**config.mk**
```make
export PLATFORM = sky130hd
export DESIGN_NAME = pendulum_thdot_driver_flat
export DESIGN_NICKNAME = d
export VERILOG_FILES = /design/src/rtl/pendulum_thdot_driver_if.sv /design/src/rtl/pendulum_thdot_driver.sv /design/src/flat_wrapper.sv
export SDC_FILE = /design/constraint.sdc
export NUM_CORES = 1
export LEC_CHECK = 0
export ABC_CLOCK_PERIOD_IN_PS = 2000
export CAP_MARGIN = 0
export CORE_MARGIN = 1.5
export CORE_UTILIZATION = 35
export CTS_BUF_LIST = sky130_fd_sc_hd__clkbuf_8
export DETAILED_ROUTE_END_ITERATION = 7
export PLACE_DENSITY_LB_ADDON = 0.1
export SLEW_MARGIN = 20
export SYNTH_ARGS = -nofsm -noshare
export SYNTH_HDL_FRONTEND = slang
export SYNTH_SLANG_ARGS = --single-unit
```
**constraint.sdc**
```tcl
create_clock -name i_clk -period 2 [get_ports i_clk]
set_input_delay 0.3 -clock i_clk [delete_from_list [all_inputs] [get_ports i_clk]]
set_output_delay 0.3 -clock i_clk [all_outputs]
set_load 0.01 [all_outputs]
```
**src/rtl/pendulum_thdot_driver_if.sv**
```systemverilog
// Bus between the thdot driver, its step source, the thdot compute unit and
// the result sink. The slave modport is the driver's view of the bus.
interface pendulum_thdot_driver_if;
  logic        i_step_valid;
  logic        o_step_ready;
  logic [31:0] i_step_th;
  logic [31:0] i_step_thdot;
  logic [31:0] i_step_tor;
  logic        o_cmp_ena;
  logic [31:0] o_cmp_th;
  logic [31:0] o_cmp_thdot;
  logic [31:0] o_cmp_tor;
  logic        i_cmp_valid;
  logic [31:0] i_cmp_thdot;
  logic        o_res_valid;
  logic        i_res_ready;
  logic [31:0] o_res_thdot;
  logic [2:0]  o_res_flags;

  modport slave (
    input  i_step_valid, i_step_th, i_step_thdot, i_step_tor,
    input  i_cmp_valid, i_cmp_thdot, i_res_ready,
    output o_step_ready, o_cmp_ena, o_cmp_th, o_cmp_thdot, o_cmp_tor,
    output o_res_valid, o_res_thdot, o_res_flags
  );

  modport master (
    output i_step_valid, i_step_th, i_step_thdot, i_step_tor,
    output i_cmp_valid, i_cmp_thdot, i_res_ready,
    input  o_step_ready, o_cmp_ena, o_cmp_th, o_cmp_thdot, o_cmp_tor,
    input  o_res_valid, o_res_thdot, o_res_flags
  );
endinterface

```
**src/rtl/pendulum_thdot_driver.sv**
```systemverilog
// Launches one thdot computation per accepted step, waits (with timeout) for
// the result, clips it to [-8.0, +8.0] and holds it until the sink accepts.
module pendulum_thdot_driver #(
  parameter int unsigned TIMEOUT_CYC = 1023,
  parameter int unsigned GAP_CYC     = 2
) (
  input logic                    i_clk,
  input logic                    i_rst_n,
  pendulum_thdot_driver_if.slave io_drv
);

  typedef enum logic [2:0] {
    ST_IDLE = 3'd0,
    ST_RUN  = 3'd1,
    ST_WAIT = 3'd2,
    ST_HOLD = 3'd3,
    ST_GAP  = 3'd4
  } state_t;

  localparam logic [15:0] TO_LAST  = 16'(TIMEOUT_CYC - 1);
  localparam logic [15:0] GAP_LAST = 16'(GAP_CYC - 1);
  localparam logic [30:0] MAG_8P0  = 31'h41000000;

  // Returns {timeout, nan, clipped, value}; NaN collapses to +0.0.
  function automatic logic [34:0] clip_thdot(input logic [31:0] x);
    logic [34:0] r;
    if ((x[30:23] == 8'hFF) && (x[22:0] != 23'd0)) begin
      r = {3'b010, 32'h00000000};
    end else if (x[30:0] > MAG_8P0) begin
      r = {3'b001, x[31], MAG_8P0};
    end else begin
      r = {3'b000, x};
    end
    return r;
  endfunction

  state_t      r_state;
  state_t      w_state_nxt;
  logic [15:0] r_cnt;
  logic [15:0] w_cnt_nxt;
  logic        w_accept;
  logic        w_capture;
  logic        w_timeout;
  logic [34:0] w_clip;

  logic        r_step_ready;
  logic        r_cmp_ena;
  logic [31:0] r_cmp_th;
  logic [31:0] r_cmp_thdot;
  logic [31:0] r_cmp_tor;
  logic        r_res_valid;
  logic [31:0] r_res_thdot;
  logic [2:0]  r_res_flags;

  assign w_clip = clip_thdot(io_drv.i_cmp_thdot);

  // State and shared WAIT/GAP cycle counter.
  always_ff @(posedge i_clk or negedge i_rst_n) begin
    if (!i_rst_n) begin
      r_state <= ST_IDLE;
      r_cnt   <= 16'd0;
    end else begin
      r_state <= w_state_nxt;
      r_cnt   <= w_cnt_nxt;
    end
  end

  // Next-state, counter and event decode; a result beats a same-cycle timeout.
  always_comb begin
    w_state_nxt = r_state;
    w_cnt_nxt   = r_cnt;
    w_accept    = 1'b0;
    w_capture   = 1'b0;
    w_timeout   = 1'b0;
    case (r_state)
      ST_IDLE: begin
        if (io_drv.i_step_valid && r_step_ready) begin
          w_accept    = 1'b1;
          w_state_nxt = ST_RUN;
        end else begin
          w_state_nxt = ST_IDLE;
        end
        w_cnt_nxt = 16'd0;
      end
      ST_RUN: begin
        w_state_nxt = ST_WAIT;
        w_cnt_nxt   = 16'd0;
      end
      ST_WAIT: begin
        if (io_drv.i_cmp_valid) begin
          w_capture   = 1'b1;
          w_state_nxt = ST_HOLD;
          w_cnt_nxt   = 16'd0;
        end else if (r_cnt == TO_LAST) begin
          w_timeout   = 1'b1;
          w_state_nxt = ST_HOLD;
          w_cnt_nxt   = 16'd0;
        end else begin
          w_state_nxt = ST_WAIT;
          w_cnt_nxt   = r_cnt + 16'd1;
        end
      end
      ST_HOLD: begin
        if (io_drv.i_res_ready) begin
          w_state_nxt = ST_GAP;
        end else begin
          w_state_nxt = ST_HOLD;
        end
        w_cnt_nxt = 16'd0;
      end
      ST_GAP: begin
        if (r_cnt == GAP_LAST) begin
          w_state_nxt = ST_IDLE;
          w_cnt_nxt   = 16'd0;
        end else begin
          w_state_nxt = ST_GAP;
          w_cnt_nxt   = r_cnt + 16'd1;
        end
      end
      default: begin
        w_state_nxt = ST_IDLE;
        w_cnt_nxt   = 16'd0;
      end
    endcase
  end

  // Registered handshake/enable outputs follow the upcoming state.
  always_ff @(posedge i_clk or negedge i_rst_n) begin
    if (!i_rst_n) begin
      r_step_ready <= 1'b0;
      r_cmp_ena    <= 1'b0;
      r_res_valid  <= 1'b0;
    end else begin
      r_step_ready <= (w_state_nxt == ST_IDLE);
      r_cmp_ena    <= (w_state_nxt == ST_RUN) || (w_state_nxt == ST_WAIT);
      r_res_valid  <= (w_state_nxt == ST_HOLD);
    end
  end

  // Operand capture on step acceptance; held until the next step.
  always_ff @(posedge i_clk or negedge i_rst_n) begin
    if (!i_rst_n) begin
      r_cmp_th    <= 32'h00000000;
      r_cmp_thdot <= 32'h00000000;
      r_cmp_tor   <= 32'h00000000;
    end else if (w_accept) begin
      r_cmp_th    <= io_drv.i_step_th;
      r_cmp_thdot <= io_drv.i_step_thdot;
      r_cmp_tor   <= io_drv.i_step_tor;
    end
  end

  // Result capture: clipped compute result or timeout marker.
  always_ff @(posedge i_clk or negedge i_rst_n) begin
    if (!i_rst_n) begin
      r_res_thdot <= 32'h00000000;
      r_res_flags <= 3'b000;
    end else if (w_capture) begin
      r_res_thdot <= w_clip[31:0];
      r_res_flags <= w_clip[34:32];
    end else if (w_timeout) begin
      r_res_thdot <= 32'h00000000;
      r_res_flags <= 3'b100;
    end
  end

  assign io_drv.o_step_ready = r_step_ready;
  assign io_drv.o_cmp_ena    = r_cmp_ena;
  assign io_drv.o_cmp_th     = r_cmp_th;
  assign io_drv.o_cmp_thdot  = r_cmp_thdot;
  assign io_drv.o_cmp_tor    = r_cmp_tor;
  assign io_drv.o_res_valid  = r_res_valid;
  assign io_drv.o_res_thdot  = r_res_thdot;
  assign io_drv.o_res_flags  = r_res_flags;

endmodule
```
**src/flat_wrapper.sv**
```systemverilog
// flat-port wrapper written by rule: the top's interface ports become plain ports
module pendulum_thdot_driver_flat 
#(
  parameter int unsigned TIMEOUT_CYC = 1023,
  parameter int unsigned GAP_CYC     = 2
)
  (i_clk, i_rst_n, io_drv_i_step_valid, io_drv_i_step_th, io_drv_i_step_thdot, io_drv_i_step_tor, io_drv_i_cmp_valid, io_drv_i_cmp_thdot, io_drv_i_res_ready, io_drv_o_step_ready, io_drv_o_cmp_ena, io_drv_o_cmp_th, io_drv_o_cmp_thdot, io_drv_o_cmp_tor, io_drv_o_res_valid, io_drv_o_res_thdot, io_drv_o_res_flags);
  pendulum_thdot_driver_if io_drv_i ();
  input logic i_clk;
  input logic i_rst_n;
  input wire logic [$bits(io_drv_i.i_step_valid)-1:0] io_drv_i_step_valid;
  input wire logic [$bits(io_drv_i.i_step_th)-1:0] io_drv_i_step_th;
  input wire logic [$bits(io_drv_i.i_step_thdot)-1:0] io_drv_i_step_thdot;
  input wire logic [$bits(io_drv_i.i_step_tor)-1:0] io_drv_i_step_tor;
  input wire logic [$bits(io_drv_i.i_cmp_valid)-1:0] io_drv_i_cmp_valid;
  input wire logic [$bits(io_drv_i.i_cmp_thdot)-1:0] io_drv_i_cmp_thdot;
  input wire logic [$bits(io_drv_i.i_res_ready)-1:0] io_drv_i_res_ready;
  output wire logic [$bits(io_drv_i.o_step_ready)-1:0] io_drv_o_step_ready;
  output wire logic [$bits(io_drv_i.o_cmp_ena)-1:0] io_drv_o_cmp_ena;
  output wire logic [$bits(io_drv_i.o_cmp_th)-1:0] io_drv_o_cmp_th;
  output wire logic [$bits(io_drv_i.o_cmp_thdot)-1:0] io_drv_o_cmp_thdot;
  output wire logic [$bits(io_drv_i.o_cmp_tor)-1:0] io_drv_o_cmp_tor;
  output wire logic [$bits(io_drv_i.o_res_valid)-1:0] io_drv_o_res_valid;
  output wire logic [$bits(io_drv_i.o_res_thdot)-1:0] io_drv_o_res_thdot;
  output wire logic [$bits(io_drv_i.o_res_flags)-1:0] io_drv_o_res_flags;
  assign io_drv_i.i_step_valid = io_drv_i_step_valid;
  assign io_drv_i.i_step_th = io_drv_i_step_th;
  assign io_drv_i.i_step_thdot = io_drv_i_step_thdot;
  assign io_drv_i.i_step_tor = io_drv_i_step_tor;
  assign io_drv_i.i_cmp_valid = io_drv_i_cmp_valid;
  assign io_drv_i.i_cmp_thdot = io_drv_i_cmp_thdot;
  assign io_drv_i.i_res_ready = io_drv_i_res_ready;
  assign io_drv_o_step_ready = io_drv_i.o_step_ready;
  assign io_drv_o_cmp_ena = io_drv_i.o_cmp_ena;
  assign io_drv_o_cmp_th = io_drv_i.o_cmp_th;
  assign io_drv_o_cmp_thdot = io_drv_i.o_cmp_thdot;
  assign io_drv_o_cmp_tor = io_drv_i.o_cmp_tor;
  assign io_drv_o_res_valid = io_drv_i.o_res_valid;
  assign io_drv_o_res_thdot = io_drv_i.o_res_thdot;
  assign io_drv_o_res_flags = io_drv_i.o_res_flags;
  pendulum_thdot_driver #(.TIMEOUT_CYC(TIMEOUT_CYC), .GAP_CYC(GAP_CYC)) u_core (.i_clk(i_clk), .i_rst_n(i_rst_n), .io_drv(io_drv_i));
endmodule
```
# Word level (Yosys, flattened, before mapping)
# Index checks and enable logic that the tools add are counted.
# word_totals
reg_bits	153
latchBits	0
mem_bits_rw	0
mem_bits_ro	0
output_inout_bits	134
word_cells	52
memories	0
# op_classes
n_addsub	1
n_mul	0
div_mod_pow	0
order_cmp	1
eq_ne	10
shifts	0
mux	23
bitwise	0
n_reduce_logical	7
# op_table
op	count
$mux 32	2
$mux 16	3
$mux 34	1
$mux 33	1
$pmux 16 s2	1
$gt 31x31->1 const B	1
$reduce_bool 23->1	1
$add 16x1->16 const B	1
$eq 16x1->1 const B	1
$eq 16x10->1 const B	1
$mux 3	5
$pmux 3 s5	1
$eq 3x2->1 const B	4
$mux 1	9
$eq 8x8->1 const B	1
$eq 3x1->1 const B	2
$logic_not 3->1	2
$eq 3x3->1 const B	1
$logic_and 1x1->1	2
$reduce_bool 2->1	1
$logic_or 1x1->1	1

# Logic depth before layout (Yosys ltp)
# Gate-level depths: netlist (run 1).
# logic_depth
depth_word	6
mapped_depth	8
depth_no_buf	6

# Worst setup path before layout (run 1)
# Ideal clock, no wire load.
# synth_path
kind	register to register
start	reg u_core.r_state[1]
end	reg u_core.r_cmp_thdot[1], in the netlist u_core.io_drv.o_cmp_thdot[1]
t_arrival_ns	1.733
required_ns	1.875
slack_ns	0.142
path_stages_with_launch	7
n_path_buf	3
period_less_slack_ns	1.858
path_cell_list	dfrtp_1 nor2_1 and4b_1 clkbuf_1 buf_2 buf_2 mux2_2
# synth_between
elab_chain_cells	2
# synth_lines
item	line_no	text
from (decl)	pendulum_thdot_driver.sv:37	state_t r_state;
from (signal assigned)	pendulum_thdot_driver.sv:63	r_state <= w_state_nxt;
$logic_not 3->1	pendulum_thdot_driver.sv:75	case (r_state)
$mux 1	pendulum_thdot_driver.sv:75	
to (signal assigned)	pendulum_thdot_driver.sv:148	r_cmp_thdot <= io_drv.i_step_thdot;
to (decl)	pendulum_thdot_driver.sv:49	logic [31:0] r_cmp_thdot;
# Every way passes these cells.
# A chain may end at the register's enable or synchronous reset.

# Worst setup path after layout (run 1)
# layout_path
start	reg u_core.r_state[0]
end	reg u_core.r_res_thdot[10], in the netlist u_core.io_drv.o_res_thdot[10]
# layout_between
elab_chain_cells	3
elab_cells_between_ends	5
# layout_lines
item	line_no	text
$eq 3x2->1 (*)	pendulum_thdot_driver.sv:75	
$mux 1	pendulum_thdot_driver.sv:75	
$mux 32 or $reduce_bool 2->1 (tied branches)	n/a	
to (signal assigned)	pendulum_thdot_driver.sv:159	r_res_thdot <= w_clip[31:0];
to (decl)	pendulum_thdot_driver.sv:52	logic [31:0] r_res_thdot;
# Mark *: on every way between the ends. The rest lies on a longest branch, timed or not.

==> results of run 1 <==
==> registers in the layout, indices dropped and copies added, names as in the netlist <==
signal	cells
u_core.io_drv.o_cmp_tor	32
u_core.io_drv.o_cmp_th	32
u_core.io_drv.o_res_valid	1
u_core.io_drv.o_res_thdot	32
u_core.io_drv.o_res_flags	3
u_core.io_drv.o_cmp_thdot	32
u_core.r_cnt	16
u_core.r_state	3
u_core.io_drv.o_cmp_ena	1
u_core.io_drv.o_step_ready	1
==> final cells by class <==
type | instances | area (um2) | share of cell area
Clock inverter | 15 | 166 | 0.0173
Tap cell | 220 | 275 | 0.0285
Multi-Input combinational cell | 237 | 2080 | 0.216
Inverter | 6 | 22.5 | 0.00234
Timing Repair Buffer | 302 | 3040 | 0.315
Clock buffer | 17 | 234 | 0.0243
Sequential cell | 153 | 3830 | 0.397
==> cell usage after synthesis (all sizes together) <==
cell     number  area [um2]
o21ai         3        15.0
a32o          1        10.0
mux2         96        1080
and4          5        43.8
a21o          1        7.51
nand3b        1        7.51
o2bb2ai       1        8.76
o31a          1        8.76
and4b         1        10.0
xnor2         5        43.8
or3           1        6.26
xor2          7        61.3
or2           2        12.5
and2          2        12.5
ha            3        37.5
clkbuf        4        15.0
nor3          3        15.0
nor2         10        37.5
o22ai         1        6.26
nand2         6        22.5
a22oi         2        15.0
a31o          1        8.76
nand4         9        56.3
dfrtp       153        3830
and3          2        12.5
o211a         1        10.0
inv           6        22.5
a22o         32         280
o211ai        2        15.0
nor4          7        43.8
buf          18         111
or4           3        22.5
o31ai         2        20.0
nand3         8        40.0
nor4bb        1        10.0
or3b          1        8.76
a21oi        16        83.8
==> final timing paths <==
| check | startpoint | to | slack [ns] | cells after the start |
|---|---|---|---|---|
| hold / removal | i_rst_n | u_core.io_drv.o_cmp_tor[20]$_DFFE_PN0N_ | 0.35 | 2 |
| setup reg to reg | u_core.r_state[0]$_DFF_PN0_ | u_core.io_drv.o_res_thdot[10]$_DFFE_PN0P_ | 0.11 | 5 |
| max in group asynchronous | i_rst_n | u_core.io_drv.o_res_thdot[31]$_DFFE_PN0P_ | 1.00 | 3 |
| min in group i_clk | io_drv_i_cmp_thdot[31] | u_core.io_drv.o_res_thdot[31]$_DFFE_PN0P_ | 0.45 | 2 |
| hold reg to reg | u_core.io_drv.o_res_flags[0]$_DFFE_PN0P_ | u_core.io_drv.o_res_flags[0]$_DFFE_PN0P_ | 0.51 | 1 |
| setup / recovery | u_core.r_state[0]$_DFF_PN0_ | u_core.io_drv.o_res_thdot[10]$_DFFE_PN0P_ | 0.11 | 5 |
==> cell families after synthesis <==
kind of cell               after synthesis
AOI/OAI and AO/OA                       64
xor gates and xnor gates                12
adders and majority gates                3
buffers and inverters                   28
DFF                                    153
muxes                                   96
and+or+nand+nor                         62
==> repair_timing <==
| item | 4_1_cts | 5_1_grt |
|---|---|---|
| hold buffers | 1 | 0 |
| endpoints found under the hold margin | 39 | 0 |
| endpoints found under the setup margin | 0 | 0 |
==> power by group through the flow <==
| stage | Combinational (mW) | Clock [mW] | Sequential [mW] |
|---|---|---|---|
| floorplan | 1.72 | 0 | 5.74 |
| global placement | 5.85 | 0 | 5.10 |
| detailed placement | 5.92 | 0 | 5.17 |
| CTS | 5.94 | 2.47 | 5.11 |
| global route | 6.22 | 2.60 | 5.28 |
| finish | 5.85 | 2.38 | 5.10 |
==> worst max-delay path, delay by kind of cell, from the launching register on <==
kind | cells | cell delay, ns
DFF | 1 | 0.44
AOI/OAI and AO/OA | 2 | 0.52
buffers and inverters | 1 | 0.18
and+or+nand+nor | 2 | 0.62
==> layer usage <==
layer	track usage	vias up
met4	0.0556	0
met5	0	-
met1	0.230	2295
li1	-	2138
met3	0.0732	21
met2	0.293	205
==> through the flow <==
stage | area [um2] | power [mW]
final | 9640 | 13.3
after CTS | 9640 | 13.5
after global routing | 9640 | 14.1
after global placement | 9230 | 10.9
after detailed placement | 9230 | 11.1
after floorplan | 6050 | 7.46
==> flow_summary.toml, run 1 <==
[route]
drtPass1Iterations = 4
drt-total-wl_mm = 16.3
num_vias = 4659
drt-wirelength-per-cell_um = 17.2
wl_met1_mm = 6.67
dr_wl_met3_mm = 1.61
final_antenna_net_count = 0
via_per_inst = 4.90
remaining_drc_errors = 0
maxUsedRoutingLayer = "met4"
wl_met2_mm = 7.78
dr.first_iter.drc_count = 188

[timing]
setup_violations = 0
fin_setup_tns_ns = 0
rsz0062_at_grt = "false"
whs_ns = 0.349
hold_viol = 0
period_minus_slack_ns = 1.89
slew_violations = 0
clock.fmax_ghz = 0.529
period_share = 0.945
clock_skew_ns = 0.0111
timing.slew.headroom = 0.645
final.setup.worst_slack_ns = 0.110
tightest_slew_ns = 0.525

[logic_synthesis]
synth_compound_area_frac = 0.0808
syn-cell-area_mm2 = 0.00605
postSynthAreaPerCell_um2 = 14.5
synth_top_family_by_area = "multiplexers"
synth_xor_area_frac = 0.0174
seq_area_frac_synth = 0.633
ys_ff_latch = 153
synth_nets = 554
synth_adder_area_share = 0.00620
yosys.area_share.simple = 0.0597
synth_cell_types = 42
yosysWarningCount = 0
synthCells = 418
muxShareOfSynthArea = 0.179

[clocking]
numCtsBuffers = 17
post_cts_buffers = 0
cts-resized-gates = 0
htreeDepth = 4
cts.clk_slew.worst_paths_ns = 0.09
clockRootBuffer = "clkbuf_8"
cts_tree = "done"
cts_max_path_buffers = 2
cts_sinks = 153
clk_latency_ns = 0.45

[final_layout]
layout_commonest_cell = "clkdlybuf4s50_1"
area_growth_syn_to_layout_pct = 59.3
fillerInstances = 1428
postLayoutCoreUtil = 0.575
n_antenna_cell = 0
mostFrequentLayoutCells = "clkdlybuf4s50_1 (265), dfrtp_1 (153), mux2_2 (96)"
nets = 853
stdcell_count = 950
drive_above_1_share = 0.230

[run_status]
status = "complete, no violations"

[global_routing]
grt_usage = 0.183
grt_remaining_overflow = 0
grt_max_degree = 48
grt_pass1_wl_mm = 25.6
antenna_found_initial = 0
grt_pass1_vias = 4670

[pwr]
p_int_mw = 9.22
p_sw_mw = 4.10
power_density_mw_per_mm2 = 1380
leakage_nw = 4.03
pwr-share-comb = 0.439
swShare = 0.308
vdd_drop_max_mv = 0.584
clkPwrFrac = 0.178
p_seq_frac = 0.383

[worst_setup_path]
worstSetupEndpointType = "flip-flop"
required_ns = 2.34
critPathLaunchType = "flip-flop"
crit_fanout = 39
arrival_ns = 2.23
slowest_delay_ns = 0.44
cp_slowest_cell = "dfrtp_1"
path_cells = "or3b_1 > or2_0 > o31a_1 > buf_12 > a22o_1"
path_class = "reg2reg"

[placed_design]
routabilityCongestion = 0.805
dp_hpwl_mm = 12.2
pre_cts_slack_ns = -0.315
port_buffers = 266
dp.cells = 917

[floorplanning]
design.portCount = 267
start_util = 0.361
die_h_um = 134
row_count = 47
dieWidth_um = 134
core-area_mm2 = 0.0168
die-area_mm2 = 0.0181

[worst_hold_path]
hold_class = "in2async"

[run]
drv_cap = 0
(Power assumes the default switching activity.)
==> run 2, diff against run 1 <==
==> constraint.sdc (replaced) <==
create_clock -name i_clk -period 2 [get_ports i_clk]
set_input_delay 0.4 -clock i_clk [delete_from_list [all_inputs] [get_ports i_clk]]
set_output_delay 0.4 -clock i_clk [all_outputs]
set_load 0.01 [all_outputs]
==> flow_summary.toml, run 2 (synthesis gave the netlist of run 1 again) <==
[route]
final_antenna_net_count = 0
dr.first_iter.drc_count = 155
drt-total-wl_mm = 16.3
num_vias = 4590
drt-wirelength-per-cell_um = 17.2
drtPass1Iterations = 4
via_per_inst = 4.83
remaining_drc_errors = 0

[global_routing]
grt_usage = 0.186
grt_remaining_overflow = 0
grt_pass1_vias = 4820
antenna_found_initial = 0
grt_max_degree = 45
grt_pass1_wl_mm = 25.9

[worst_hold_path]
hold_class = "in2async"

[worst_setup_path]
timing.reg2reg.setup_slack_ns = 0.13
cp_common_cell = "or4_1"
crit_fanout = 2
worst-path-buf-inv = 1
arrival_ns = 2.29
required_ns = 2.34
startpoint = "io_drv_i_cmp_thdot[26]"
cp_slowest_cell = "or4_1"
crit_path_end = "u_core.io_drv.o_res_flags[0]$_DFFE_PN0P_"
cp_num_cells = 5
critPathLaunchType = "input pin"
slowest_delay_ns = 0.56
path_cells = "clkdlybuf4s50_1 > or4_1 > or2_1 > or4_1 > a32o_1"
r2r-end = "u_core.io_drv.o_res_thdot[16]$_DFFE_PN0P_"
path_delay_family = "simple AND/OR/NAND/NOR gates"
path_class = "in2reg"
rr_worst_depth = 5
worstSetupEndpointType = "flip-flop"
r2r-start = "u_core.r_state[0]$_DFF_PN0_"

[clocking]
cts_tree = "done"
clockRootBuffer = "clkbuf_8"
cts_sinks = 153
htreeDepth = 4
cts.clk_slew.worst_paths_ns = 0.08
cts_max_path_buffers = 2
clk_latency_ns = 0.44
numCtsBuffers = 17

[floorplanning]
core-area_mm2 = 0.0168
die-area_mm2 = 0.0181
row_count = 47
start_util = 0.361
dieWidth_um = 134
design.portCount = 267
die_h_um = 134

[final_layout]
stdcell_count = 950
area_growth_syn_to_layout_pct = 59.1
mostFrequentLayoutCells = "clkdlybuf4s50_1 (265), dfrtp_1 (153), mux2_2 (96)"
drive_above_1_share = 0.230
fin_area_mm2 = 0.00963
n_antenna_cell = 0
nets = 854
layout_commonest_cell = "clkdlybuf4s50_1"

[placed_design]
dp.cells = 918
port_buffers = 266
dp_hpwl_mm = 12.2
routabilityCongestion = 0.779
place_area_mm2 = 0.00924

[pwr]
vdd_drop_max_mv = 0.601
power_density_mw_per_mm2 = 1360
leakage_nw = 4.03

[timing]
slew_violations = 0
hold_viol = 0
clock_skew_ns = 0.00894
fin_setup_tns_ns = 0
period_share = 0.977
setup_violations = 0
clock.fmax_ghz = 0.512
tightest_slew_ns = 0.398
period_minus_slack_ns = 1.95
timing.slew.headroom = 0.735
rsz0062_at_grt = "false"

[run]
drv_cap = 0

[run_status]
status = "complete, no violations"
==> run 2: changes by cell type in the layout (fill, tap and decap cells not counted), sizes merged <==
cell / before / now
inv: 12 / 7
clkinv: 3 / 7
clkbuf: 17 / 20
clkinvlp: 4 / 2
buf: 36 / 37
bufinv: 2 / 1
==> run 2: per-layer routing <==
metal,wire (um),GRT usage,share of wire,vias to the layer above
li1,-,-,-,2130
met1,6760,0.228,0.41,2256
met2,7890,0.302,0.48,183
met3,1350,0.0642,0.083,21
met4,336,0.0711,0.021,0
met5,0,0,0,-
==> run 2: final cells by class <==
| class | count | area (um2) |
|---|---|---|
| Inverter | 6 | 22.5 |
| Clock inverter | 11 | 96.3 |
| Multi-Input combinational cell | 237 | 2090 |
| Tap cell | 220 | 275 |
| Timing Repair Buffer | 303 | 3040 |
| Clock buffer | 20 | 275 |
| Sequential cell | 153 | 3830 |
| Fill cell | 1409 | 7130 |
==> run 2: how the worst min path moves through the flow <==
stage | startpoint | slack (ns) | end
floorplan | i_rst_n | 0.10 | u_core.io_drv.o_cmp_ena$_DFF_PN0_
global placement | i_rst_n | 0.34 | u_core.io_drv.o_cmp_tor[15]$_DFFE_PN0N_
detailed placement | i_rst_n | 0.34 | u_core.io_drv.o_cmp_tor[15]$_DFFE_PN0N_
CTS | i_rst_n | 0.42 | u_core.io_drv.o_cmp_tor[15]$_DFFE_PN0N_
global route | i_rst_n | 0.44 | u_core.io_drv.o_cmp_tor[15]$_DFFE_PN0N_
finish | i_rst_n | 0.43 | u_core.io_drv.o_cmp_tor[15]$_DFFE_PN0N_
==> run 2: repair_timing <==
item / CTS / global route
setup buffers: 0 / 0
endpoints found under the setup margin: 0 / 5
hold buffers: 1 / 0
endpoints found under the hold margin: 37 / 0
gates resized for setup: 0 / 1
==> run 2: through the flow <==
stage	utilization	hold WS [ns]	setup slack (ns)	total power, mW
finish	0.574	0.432	0.0464	13.1
floorplan	-	0.104	0.110	7.46
detailed placement	0.551	0.338	-0.412	11.1
CTS	0.574	0.419	0.0806	13.3
global placement	0.551	0.339	-0.407	10.9
global route	0.574	0.438	0.0376	13.9
==> run 2: power breakdown <==
part	internal, mW	switching (mW)
combinational	3.67	2.18
sequential	4.42	0.674
clock	1.07	1.12
==> run 2: worst register-to-register path, stage by stage, from the launching register on <==
cell     delay (ns)
dfrtp_1        0.42
or3b_1         0.40
or2_0          0.22
o31a_1         0.27
buf_12         0.18
a22o_1         0.27
==> run 3, diff against run 2 <==
Settings changed: ABC_CLOCK_PERIOD_IN_PS 2000 to 2530, CORE_UTILIZATION 35 to 45.
Clock period 2 ns to 2.53 ns, I/O delays scaled along.
==> flow_summary.toml, run 3 (synthesis gave the netlist of run 1 again) <==
[run_status]
status = "complete, no violations"

[timing]
rsz0062_at_grt = "false"
clock.fmax_ghz = 0.493
hold_viol = 0
timing.slew.headroom = 0.557
period_share = 0.802
clock_skew_ns = 0.0108
tightest_slew_ns = 0.665
slew_violations = 0
setup_violations = 0
fin_setup_tns_ns = 0
whs_ns = 0.502
period_minus_slack_ns = 2.03
final.setup.worst_slack_ns = 0.500

[route]
num_vias = 4609
dr.first_iter.drc_count = 328
remaining_drc_errors = 0
drt-wirelength-per-cell_um = 18.1
final_antenna_net_count = 0
drt-total-wl_mm = 16.0
via_per_inst = 5.22
drtPass1Iterations = 4

[global_routing]
grt_pass1_wl_mm = 25.1
grt_usage = 0.232
antenna_found_initial = 0
grt_remaining_overflow = 0
grt_pass1_vias = 4635
grt_max_degree = 79

[worst_setup_path]
crit_fanout = 2
arrival_ns = 2.36
startpoint = "io_drv_i_cmp_thdot[26]"
worst-path-buf-inv = 1
worstSetupEndpointType = "flip-flop"
r2r-start = "u_core.r_cnt[13]$_DFF_PN0_"
cp_common_cell = "or4_1"
path_class = "in2reg"
path_cells = "clkdlybuf4s50_1 > or4_1 > or2_1 > or4_1 > a32o_1"
path_delay_family = "simple AND/OR/NAND/NOR gates"
cp_slowest_cell = "or4_1"
required_ns = 2.86
slowest_delay_ns = 0.53
critPathLaunchType = "input pin"

[clocking]
cts.clk_slew.worst_paths_ns = 0.08
clk_latency_ns = 0.45
numCtsBuffers = 17
clockRootBuffer = "clkbuf_8"
post_cts_buffers = 0
cts_tree = "done"
cts_hold_buffers = 1
htreeDepth = 4
cts_sinks = 153
cts_max_path_buffers = 2
cts-resized-gates = 0

[worst_hold_path]
hold_start = "u_core.io_drv.o_res_flags[0]$_DFFE_PN0P_"
hold_class = "reg2reg"

[placed_design]
place_area_mm2 = 0.00895
pre_cts_slack_ns = 0.0315
routabilityCongestion = 0.842
dp_hpwl_mm = 11.7
port_buffers = 266
dp.cells = 850

[floorplanning]
core-area_mm2 = 0.0132
die-area_mm2 = 0.0142
start_util = 0.459
design.portCount = 267
row_count = 42
dieWidth_um = 119
die_h_um = 119

[final_layout]
mostFrequentLayoutCells = "clkdlybuf4s50_1 (265), dfrtp_1 (153), mux2_2 (96)"
fillerInstances = 932
postLayoutCoreUtil = 0.713
drive_above_1_share = 0.204
ff_latch_area_mm2 = 0.00383
area_growth_syn_to_layout_pct = 55.5
fin_area_mm2 = 0.00941
n_antenna_cell = 0
nets = 830
layout_commonest_cell = "clkdlybuf4s50_1"
stdcell_count = 883
multiInputGateArea_mm2 = 0.00209

[pwr]
power_density_mw_per_mm2 = 1120
leakage_nw = 3.93
fin_total_pwr_mw = 10.6
vdd_drop_max_mv = 0.577

[run]
drv_cap = 0
## run 3: changes by cell type in the layout (fill, tap and decap cells not counted), moves of 2 or more
cell and change:
bufinv_16 +3, clkinv_4 -2, buf_12 -4, buf_4 -20
## run 3: cell type report
type | instances | share of cell area
flip-flops and latches | 153 | 0.407
clock buffers | 19 | 0.0278
clock inverters | 13 | 0.0186
inverters | 6 | 0.00239
multi-input cells | 237 | 0.222
repair buffers | 279 | 0.299
well taps | 176 | 0.0234
## run 3: where the power goes
group | switching, mW | internal (mW)
Clock | 0.870 | 1.12
Sequential | 0.562 | 3.49
Combinational | 1.70 | 2.82
## run 3: routing by layer
metal  wire length (um)  up-vias  part of all wire  global-route usage
met3               1310       29             0.082              0.0766
met1               6380     2290              0.40               0.281
met2               7870      206              0.49               0.378
met4                435        0             0.027               0.103
met5                  0        -                 0                   0
li1                   -     2084                 -                   -
## run 3: path summary, 6_finish.rpt
| path | slack (ns) | depth (start not counted) | endpoint |
|---|---|---|---|
| min in group asynchronous | 0.59 | 2 | u_core.io_drv.o_cmp_thdot[18]$_DFFE_PN0N_ |
| worst max register to register | 0.61 | 4 | u_core.r_cnt[15]$_DFF_PN0_ |
| worst min-delay path | 0.50 | 1 | u_core.io_drv.o_res_flags[0]$_DFFE_PN0P_ |
| worst min register to register | 0.50 | 1 | u_core.io_drv.o_res_flags[0]$_DFFE_PN0P_ |
| worst max-delay path | 0.50 | 5 | u_core.io_drv.o_res_flags[0]$_DFFE_PN0P_ |
| max in group asynchronous | 1.27 | 3 | u_core.io_drv.o_cmp_tor[13]$_DFFE_PN0N_ |
